File: src/rtl/axi_wr_rr_arbiter.sv
// AXI4 write-path arbiter: NB_MASTER masters onto one slave, one burst at a time.
// Define AXI_ARB_FIXED_PRIO_EN for lowest-index-first instead of round-robin.
module axi_wr_rr_arbiter #(
  parameter int NB_MASTER       = 3,
  parameter int AXI_ADDR_WIDTH  = 32,
  parameter int AXI_DATA_WIDTH  = 32,
  parameter int AXI_ID_WIDTH    = 2,
  parameter int MAX_OUTSTANDING = 4,
  localparam int IW   = $clog2(NB_MASTER),
  localparam int STRB = AXI_DATA_WIDTH / 8,
  localparam int SID  = AXI_ID_WIDTH + IW,
  localparam int AWW  = AXI_ID_WIDTH + 8 + AXI_ADDR_WIDTH,
  localparam int WW   = 1 + STRB + AXI_DATA_WIDTH,
  localparam int BW   = AXI_ID_WIDTH + 2,
  localparam int SAW  = SID + 8 + AXI_ADDR_WIDTH,
  localparam int SBW  = SID + 2,
  localparam int CW   = $clog2(MAX_OUTSTANDING + 1)
) (
  input  logic                    clk,
  input  logic                    rst,
  input  logic [NB_MASTER-1:0]    m_awvalid,
  output logic [NB_MASTER-1:0]    m_awready,
  input  logic [NB_MASTER*AWW-1:0] m_aw,
  input  logic [NB_MASTER-1:0]    m_wvalid,
  output logic [NB_MASTER-1:0]    m_wready,
  input  logic [NB_MASTER*WW-1:0] m_w,
  output logic [NB_MASTER-1:0]    m_bvalid,
  input  logic [NB_MASTER-1:0]    m_bready,
  output logic [NB_MASTER*BW-1:0] m_b,
  output logic                    s_awvalid,
  input  logic                    s_awready,
  output logic [SAW-1:0]          s_aw,
  output logic                    s_wvalid,
  input  logic                    s_wready,
  output logic [WW-1:0]           s_w,
  input  logic                    s_bvalid,
  output logic                    s_bready,
  input  logic [SBW-1:0]          s_b
);

  typedef enum logic [1:0] {
    IDLE,
    ADDR,
    DATA
  } state_e;

  state_e          state_q;
  logic [IW-1:0]   g_q;
  logic [IW-1:0]   ptr_q;
  logic [IW-1:0]   ptr_d;
  logic [CW-1:0]   cnt_q;
  logic [CW-1:0]   cnt_d;
  logic            awv_q;

  logic [AWW-1:0]  aw_sel;
  logic [WW-1:0]   w_sel;
  logic            wlast;
  logic            aw_hs;
  logic            w_hs;
  logic            b_hs;
  logic            can_grant;
  logic [IW-1:0]   start;
  logic [IW-1:0]   pick;
  logic            found;
  logic [IW:0]     j;
  logic [IW-1:0]   bk;
  logic            b_ok;

  assign aw_sel = m_aw[g_q*AWW +: AWW];
  assign w_sel  = m_w[g_q*WW +: WW];
  assign wlast  = w_sel[WW-1];

  assign s_awvalid = awv_q;
  assign s_aw      = awv_q ? {g_q, aw_sel} : '0;
  assign s_wvalid  = (state_q == DATA) && m_wvalid[g_q];
  assign s_w       = s_wvalid ? w_sel : '0;

  assign aw_hs = awv_q && s_awready;
  assign w_hs  = s_wvalid && s_wready;
  assign b_hs  = s_bvalid && s_bready;

  assign can_grant = (|m_awvalid) && (cnt_q < CW'(MAX_OUTSTANDING));

  always_comb begin
    m_awready = '0;
    m_wready  = '0;
    m_awready[g_q] = awv_q && s_awready;
    m_wready[g_q]  = (state_q == DATA) && s_wready;
  end

`ifdef AXI_ARB_FIXED_PRIO_EN
  assign start = '0;
  assign ptr_d = '0;
`else
  assign start = ptr_q;
  assign ptr_d = (g_q == IW'(NB_MASTER - 1)) ? '0 : g_q + 1'b1;
`endif

  // cyclic search starting at 'start'
  always_comb begin
    pick  = start;
    found = 1'b0;
    j     = '0;
    for (int i = 0; i < NB_MASTER; i++) begin
      j = {1'b0, start} + (IW+1)'(i);
      if (j >= (IW+1)'(NB_MASTER)) begin
        j = j - (IW+1)'(NB_MASTER);
      end
      if (!found && m_awvalid[j[IW-1:0]]) begin
        found = 1'b1;
        pick  = j[IW-1:0];
      end
    end
  end

  // responses bypass the FSM; unknown index is absorbed
  assign bk   = s_b[SBW-1 -: IW];
  assign b_ok = {1'b0, bk} < (IW+1)'(NB_MASTER);
  assign m_b  = {NB_MASTER{s_b[BW-1:0]}};

  always_comb begin
    m_bvalid = '0;
    s_bready = 1'b1;
    if (b_ok) begin
      m_bvalid[bk] = s_bvalid;
      s_bready     = m_bready[bk];
    end
  end

  always_comb begin
    cnt_d = cnt_q;
    unique case ({aw_hs, b_hs})
      2'b10: cnt_d = cnt_q + 1'b1;
      2'b01: if (cnt_q != '0) cnt_d = cnt_q - 1'b1;
      default: cnt_d = cnt_q;
    endcase
  end

  always_ff @(posedge clk) begin
    if (rst) begin
      state_q <= IDLE;
      g_q     <= '0;
      ptr_q   <= '0;
      cnt_q   <= '0;
      awv_q   <= 1'b0;
    end else begin
      cnt_q <= cnt_d;
      unique case (state_q)
        IDLE: begin
          if (can_grant) begin
            g_q     <= pick;
            awv_q   <= 1'b1;
            state_q <= ADDR;
          end
        end
        ADDR: begin
          if (s_awready) begin
            awv_q   <= 1'b0;
            ptr_q   <= ptr_d;
            state_q <= DATA;
          end
        end
        DATA: begin
          if (w_hs && wlast) begin
            state_q <= IDLE;
          end
        end
        default: state_q <= IDLE;
      endcase
    end
  end

endmodule

File: config.mk
export PLATFORM = sky130hd
export DESIGN_NAME = axi_wr_rr_arbiter
export DESIGN_NICKNAME = d
export VERILOG_FILES = /design/src/rtl/axi_wr_rr_arbiter.sv
export SDC_FILE = /design/constraint.sdc
export NUM_CORES = 1
export LEC_CHECK = 0
export ABC_AREA = 1
export CORE_AREA = 8 8 133 135
export DETAILED_ROUTE_END_ITERATION = 7
export DIE_AREA = 0 0 141 143
export REMOVE_ABC_BUFFERS = 1
export SETUP_SLACK_MARGIN = 0.02
export SYNTH_ARGS = -nofsm -noshare
export SYNTH_HDL_FRONTEND = slang
export SYNTH_SLANG_ARGS = --single-unit
File: constraint.sdc
create_clock -name clk -period 2.55 [get_ports clk]
set_clock_uncertainty 0.2 [all_clocks]
set_input_delay 0.3825 -clock clk [delete_from_list [all_inputs] [get_ports clk]]
set_output_delay 0.3825 -clock clk [all_outputs]
set_load 0.01 [all_outputs]
==> impl_metrics.ini, run 1 <==
[route]
wl_per_cell_um = 16.9
drt_wl_total_um = 18700
drc = 0
via_per_inst = 4.21
drt-pass1-iter-count = 4
ant_nets = 0
drtIter0Drc = 232
num_vias = 4659

[cells_and_area]
num_antenna_cells = 0
area_growth_pct = 132
drive_above_1_share = 0.114
postLayoutCellArea_mm2 = 0.00668
nNetsFinal = 1155

[worst_setup_path]
crit_top_cell = buf_4
crit_slowest_cell = dfxtp_2
crit_start = g_q[0]
crit_fanout = 20
path_class = register to output pin
critPathLaunchType = register
crit_required_ps = 1970
rr_startpoint = s_awvalid
critPathBufInv = 4
crit_chain = buf_4, nor2_4, buf_4, buf_4, nand2_1, a31oi_2, dlygate4sd2_1
slowest_delay_ps = 330
arrival_ps = 1840
end_kind = output pin
path_delay_family = buffers and inverters

[die]
ios = 362
coreArea_mm2 = 0.0156
die_x_um = 141
die-area_mm2 = 0.0202
row_count = 46
initial_core_util = 0.185
die_y_um = 143

[sta]
fin_crit_ps = 2420
rsz0062_at_grt = yes
period_share = 0.949
whs_ps = 301
setup_tns_ps = 0
hold_violations = 0
slew_headroom = 0.740
drv_slew = 0
finalSetupViolCount = 0
worst_slew_pin_slew_ps = 389
clock.fmax_mhz = 413

[yosys]
yosys.area_share.simple = 0.464
synth_most_common_cell = nand2_1
synth_seq_area_share = 0.0695
avgSynthCellArea_um2 = 5.14
synth_area_leaders = nand2_1 (37%), a31oi_2 (13%), a22oi_1 (9.1%), inv_1 (8.7%), dfxtp_1 (7.0%)
synth_area_leader_cell = nand2_1
ys_types = 23
yosysWarnings = 0
ys_seq_elements = 10
synth_common_cells = nand2_1 (286), inv_1 (67), a22oi_1 (35)
synth_top_family_by_area = simple AND/OR/NAND/NOR gates
netlist_instances = 560
synth_xor_area_frac = 0.00304
netlist.area_leader.share = 0.373
muxShareOfSynthArea = 0
synth-async-reset-ratio = 0
synth_compound_area_frac = 0.259
synth_fa_ha_area_frac = 0.0243
synth_edf_count = 0
synth_area_mm2 = 0.00288
synth_flop_cell = dfxtp_1

[clock_network]
htree_num_levels = 1
hold_buffers = 0
numClockSinks = 10
clk_path_buf_depth = 2
clk_latency_ps = 230
clk_pin_slew_worst_paths_ps = 40
cts_buffers = 3
cts_tree = done
clockRootBuffer = clkbuf_16

[global_routing]
grt_pass1_wl_um = 27300
grt_pass1_vias = 4659
grt_antenna_before_repair = 1
grt_overflow = 0
grtUsageTotal = 0.173
grt_max_degree = 48

[place]
globalplace.congestion = 0.880
dpl-instance-area_mm2 = 0.00665
hpwl_um = 15600
port_buffers = 345

[power]
switching_share = 0.447
p_leak_nw = 3.37
power_mw = 2.46
sequentialPowerShare = 0.083
p_int_mw = 1.36
vdd_ir_drop_max_v = 0.000215
power.density_mw_per_mm2 = 368
p_clk_frac = 0.108
p_sw_mw = 1.10
comb_power_share = 0.808

[job]
drv_cap = 0

[min_path]
min-delay-start = g_q[0]
hold_class = register to register

[outcome]
status = finished, final reports clean
## path summary, 6_finish.rpt
kind,slack (ps),cells after the start,to
worst max register to register,610,10,cnt_q[2]
worst max-delay path,130,7,s_w[25]
worst min-delay path,300,2,g_q[0]
worst min register to register,300,2,g_q[0]
## registers in the layout, indices dropped and copies added, names as in the netlist
name       cells
cnt_q          3
s_awvalid      1
g_q            2
state_q        2
ptr_q          2
## final cells by class
cell class                      instances  area [um2]
Fill cell                            1672        8910
Timing Repair Buffer                  373        3660
Multi-Input combinational cell        433        2200
Inverter                               72         270
Tap cell                              216         270
Sequential cell                        10         206
Clock buffer                            3        75.1
## power by group through the flow
stage               clock network [mW]  registers, mW  logic, mW
floorplan                            0          0.219      0.892
global placement                     0          0.204       2.03
detailed placement                   0          0.205       2.01
CTS                              0.272          0.204       2.05
global route                     0.288          0.209       2.20
finish                           0.267          0.205       1.99
## cells by family (layout without fill, tap and decap cells)
group | Yosys count | in the layout
simple gates | 342 | 342
compound gates | 85 | 85
fa+ha+maj | 5 | 5
flops | 10 | 10
buf+inv | 117 | 448
xor+xnor | 1 | 1
## layout by cell type (no fill, tap or decap), types with 3 or more instances in the layout
cell type | Yosys | layout
nand2_1 | 286 | 285
clkdlybuf4s50_1 | 0 | 262
inv_1 | 67 | 67
dlygate4sd2_1 | 0 | 45
a22oi_1 | 35 | 35
a31oi_2 | 30 | 31
nand3_1 | 30 | 29
buf_2 | 2 | 20
nor2_1 | 18 | 17
buf_4 | 12 | 14
dlymetal6s2s_1 | 0 | 11
buf_12 | 0 | 10
a21oi_1 | 8 | 8
dfxtp_1 | 10 | 7
a31oi_1 | 7 | 6
inv_2 | 5 | 5
nor3_1 | 4 | 4
o21ai_0 | 4 | 4
ha_1 | 4 | 4
clkbuf_2 | 0 | 4
nor2_4 | 0 | 3
clkbuf_16 | 0 | 3
clkdlybuf4s15_2 | 0 | 3
buf_6 | 4 | 3
## tightest hold or removal path: stages (launching register included)
cell and delay, ps:
dfxtp_2 330, nand2_1 60, a21oi_1 60
## per-layer routing
metal	track usage	share of wire	vias to the layer above
li1	-	-	2427
met1	0.192	0.37	2007
met2	0.320	0.53	211
met3	0.0614	0.093	12
met4	0.0181	0.0076	2
met5	0	0.00064	-
## per-stage QoR
stage	setup slack (ps)	std cells	util
detailed placement	-265	1097	0.426
global route	5.28	1107	0.428
CTS	-21.8	1108	0.432
global placement	-245	1097	0.426
floorplan	-2430	515	-
finish	130	1107	0.428
## timing repair
item / 4_1_cts / 5_1_grt
endpoints found under the setup margin: 80 / 28
resized for setup: 147 / 24
pin swaps: 0 / 2
cloned: 1 / 0
buffers inserted: 7 / 1
Power figures use the tool's default switching activity.
==> inputs of run 2 (changes only) <==
Settings changed: CORE_AREA 8 8 133 135 to 2 2 142 144, DIE_AREA 0 0 141 143 to 0 0 144 146, HOLD_SLACK_MARGIN set to 0.12.
==> run 2 against run 1 <==
Final cell count rose by 4.9%; non-clock buffer count rose by 4; total power rose by 8.5%; die area rose by 4.3%; clock power rose by 18%; sequential power rose by 4%; worst setup slack got worse by 71 ps; hold slack got worse by 1.3 ps; global-route usage fell by 2.2 points; critical path depth rose by 3; critical path type unchanged; critical endpoint is now s_w[3].
==> impl_metrics.ini, run 2 (synthesized netlist as in run 1, its figures left out) <==
[clock_network]
clk_pin_slew_worst_paths_ps = 40
cts_tree = done
clk_path_buf_depth = 2
cts_buffers = 3
numClockSinks = 10
clk_latency_ps = 240
clockRootBuffer = clkbuf_16
htree_num_levels = 1
hold_buffers = 0

[route]
drtIter0Drc = 229
via_per_inst = 4.12
num_vias = 4778
ant_nets = 0
wl_per_cell_um = 15.4
drc = 0
drt_wl_total_um = 17900
drt-pass1-iter-count = 4

[worst_setup_path]
crit_top_cell = buf_4
r2r_end = g_q[0]
crit_fanout = 30
path_delay_family = buffers and inverters
crit_required_ps = 1970
crit_slowest_cell = dfxtp_4
rr_startpoint = ptr_q[0]
r2r_cells = 11
slowest_delay_ps = 360
r2r_setup_slack_ps = 650
crit_chain = buf_4, nor2_4, buf_4, buf_4, nand2_1, nand3_1, nand2_2, buf_12, a31oi_1, clkbuf_2
critPathLaunchType = register
arrival_ps = 1910
path_class = register to output pin
end_kind = output pin
critPathBufInv = 5

[cells_and_area]
finalNonFillerCells = 1161
drive_above_1_share = 0.129
largest_reg_flops = 3
top_register = cnt_q
nNetsFinal = 1159
layout_commonest_cell = nand2_1
final_cell_mix = nand2_1 (285), clkdlybuf4s50_1 (267), inv_1 (67), clkbuf_2 (37), a22oi_1 (34)
area_growth_pct = 140
num_antenna_cells = 0
fillers = 2035

[sta]
setup_tns_ps = 0
clock.fmax_mhz = 401
worst_slew_pin_slew_ps = 328
setup_ws_ps = 59.0
fin_crit_ps = 2490
finalSetupViolCount = 0
slew_headroom = 0.781
drv_slew = 0
hold_violations = 0
rsz0062_at_grt = no
period_share = 0.977

[die]
coreArea_mm2 = 0.0193
row_count = 51
die_x_um = 144
ios = 362
die-area_mm2 = 0.0210
die_y_um = 146
initial_core_util = 0.149

[outcome]
status = finished, final reports clean

[global_routing]
grt_pass1_vias = 4662
grt_overflow = 0
grt_max_degree = 40
grtUsageTotal = 0.151
grt_antenna_before_repair = 0
grt_pass1_wl_um = 25000

[min_path]
hold_class = register to register
hold_depth = 2
hold_path_end = cnt_q[1]
min-delay-start = cnt_q[1]

[place]
port_buffers = 345
globalplace.congestion = 0.881
place_inst = 1140
pre_cts_slack_ps = -68.3
hpwl_um = 13400

[job]
drv_cap = 0

[power]
power.density_mw_per_mm2 = 386
p_leak_nw = 3.58
vdd_ir_drop_max_v = 0.000180
run 2: what timing repair did:
item	4_1_cts	5_1_grt
pin swaps	2	1
buffers inserted	4	7
gates cloned	2	4
resized for setup	54	106
setup endpoints to repair	80	56
run 2: worst max-delay path by stage:
stage                      from  endpoint  slack [ps]  cells after the start
finish                   g_q[1]    s_w[3]          60                     10
global route             g_q[1]    s_w[3]          20                     10
CTS                      g_q[1]  s_aw[39]          20                      8
detailed placement  m_wvalid[1]   s_w[25]         -70                      7
global placement    m_wvalid[1]   s_w[24]         -70                      7
floorplan                g_q[1]    s_w[0]       -2430                      5
run 2: stage by stage:
step           instance area [um2]  power [mW]  hold WS (ps)   util
6_report                      6910        2.67           300  0.358
5_1_grt                       6910        2.89           330  0.358
4_1_cts                       6810        2.55           303  0.352
3_5_place_dp                  6650        2.16           297  0.344
3_3_place_gp                  6650        2.16           293  0.344
2_1_floorplan                 2630        1.11           252      -
run 2: routing by layer:
metal,track usage,vias up,wire (um)
met5,0,-,0
met4,0.0270,0,238
met3,0.0490,20,1500
met2,0.270,195,8990
met1,0.175,2127,7120
li1,-,2436,-
run 2: area by class of cell:
class | instances | area (um2) | area share
Inverter | 72 | 270 | 0.0391
Sequential cell | 10 | 209 | 0.0302
Clock buffer | 4 | 88.8 | 0.0129
Timing Repair Buffer | 377 | 3830 | 0.553
Tap cell | 265 | 332 | 0.0480
Multi-Input combinational cell | 433 | 2190 | 0.316
run 2: report_power, final:
| part | total, mW | internal (mW) | switching (mW) | leakage, nW |
|---|---|---|---|---|
| combinational | 2.14 | 1.10 | 1.04 | 3.46 |
| clock | 0.314 | 0.236 | 0.0774 | 0.0442 |
| sequential | 0.214 | 0.183 | 0.0311 | 0.0839 |
run 2: tightest hold or removal path, stage by stage, from the launching register on:
cell     delay (ps)
dfxtp_1         310
nor2_1          100
nor2_1           50
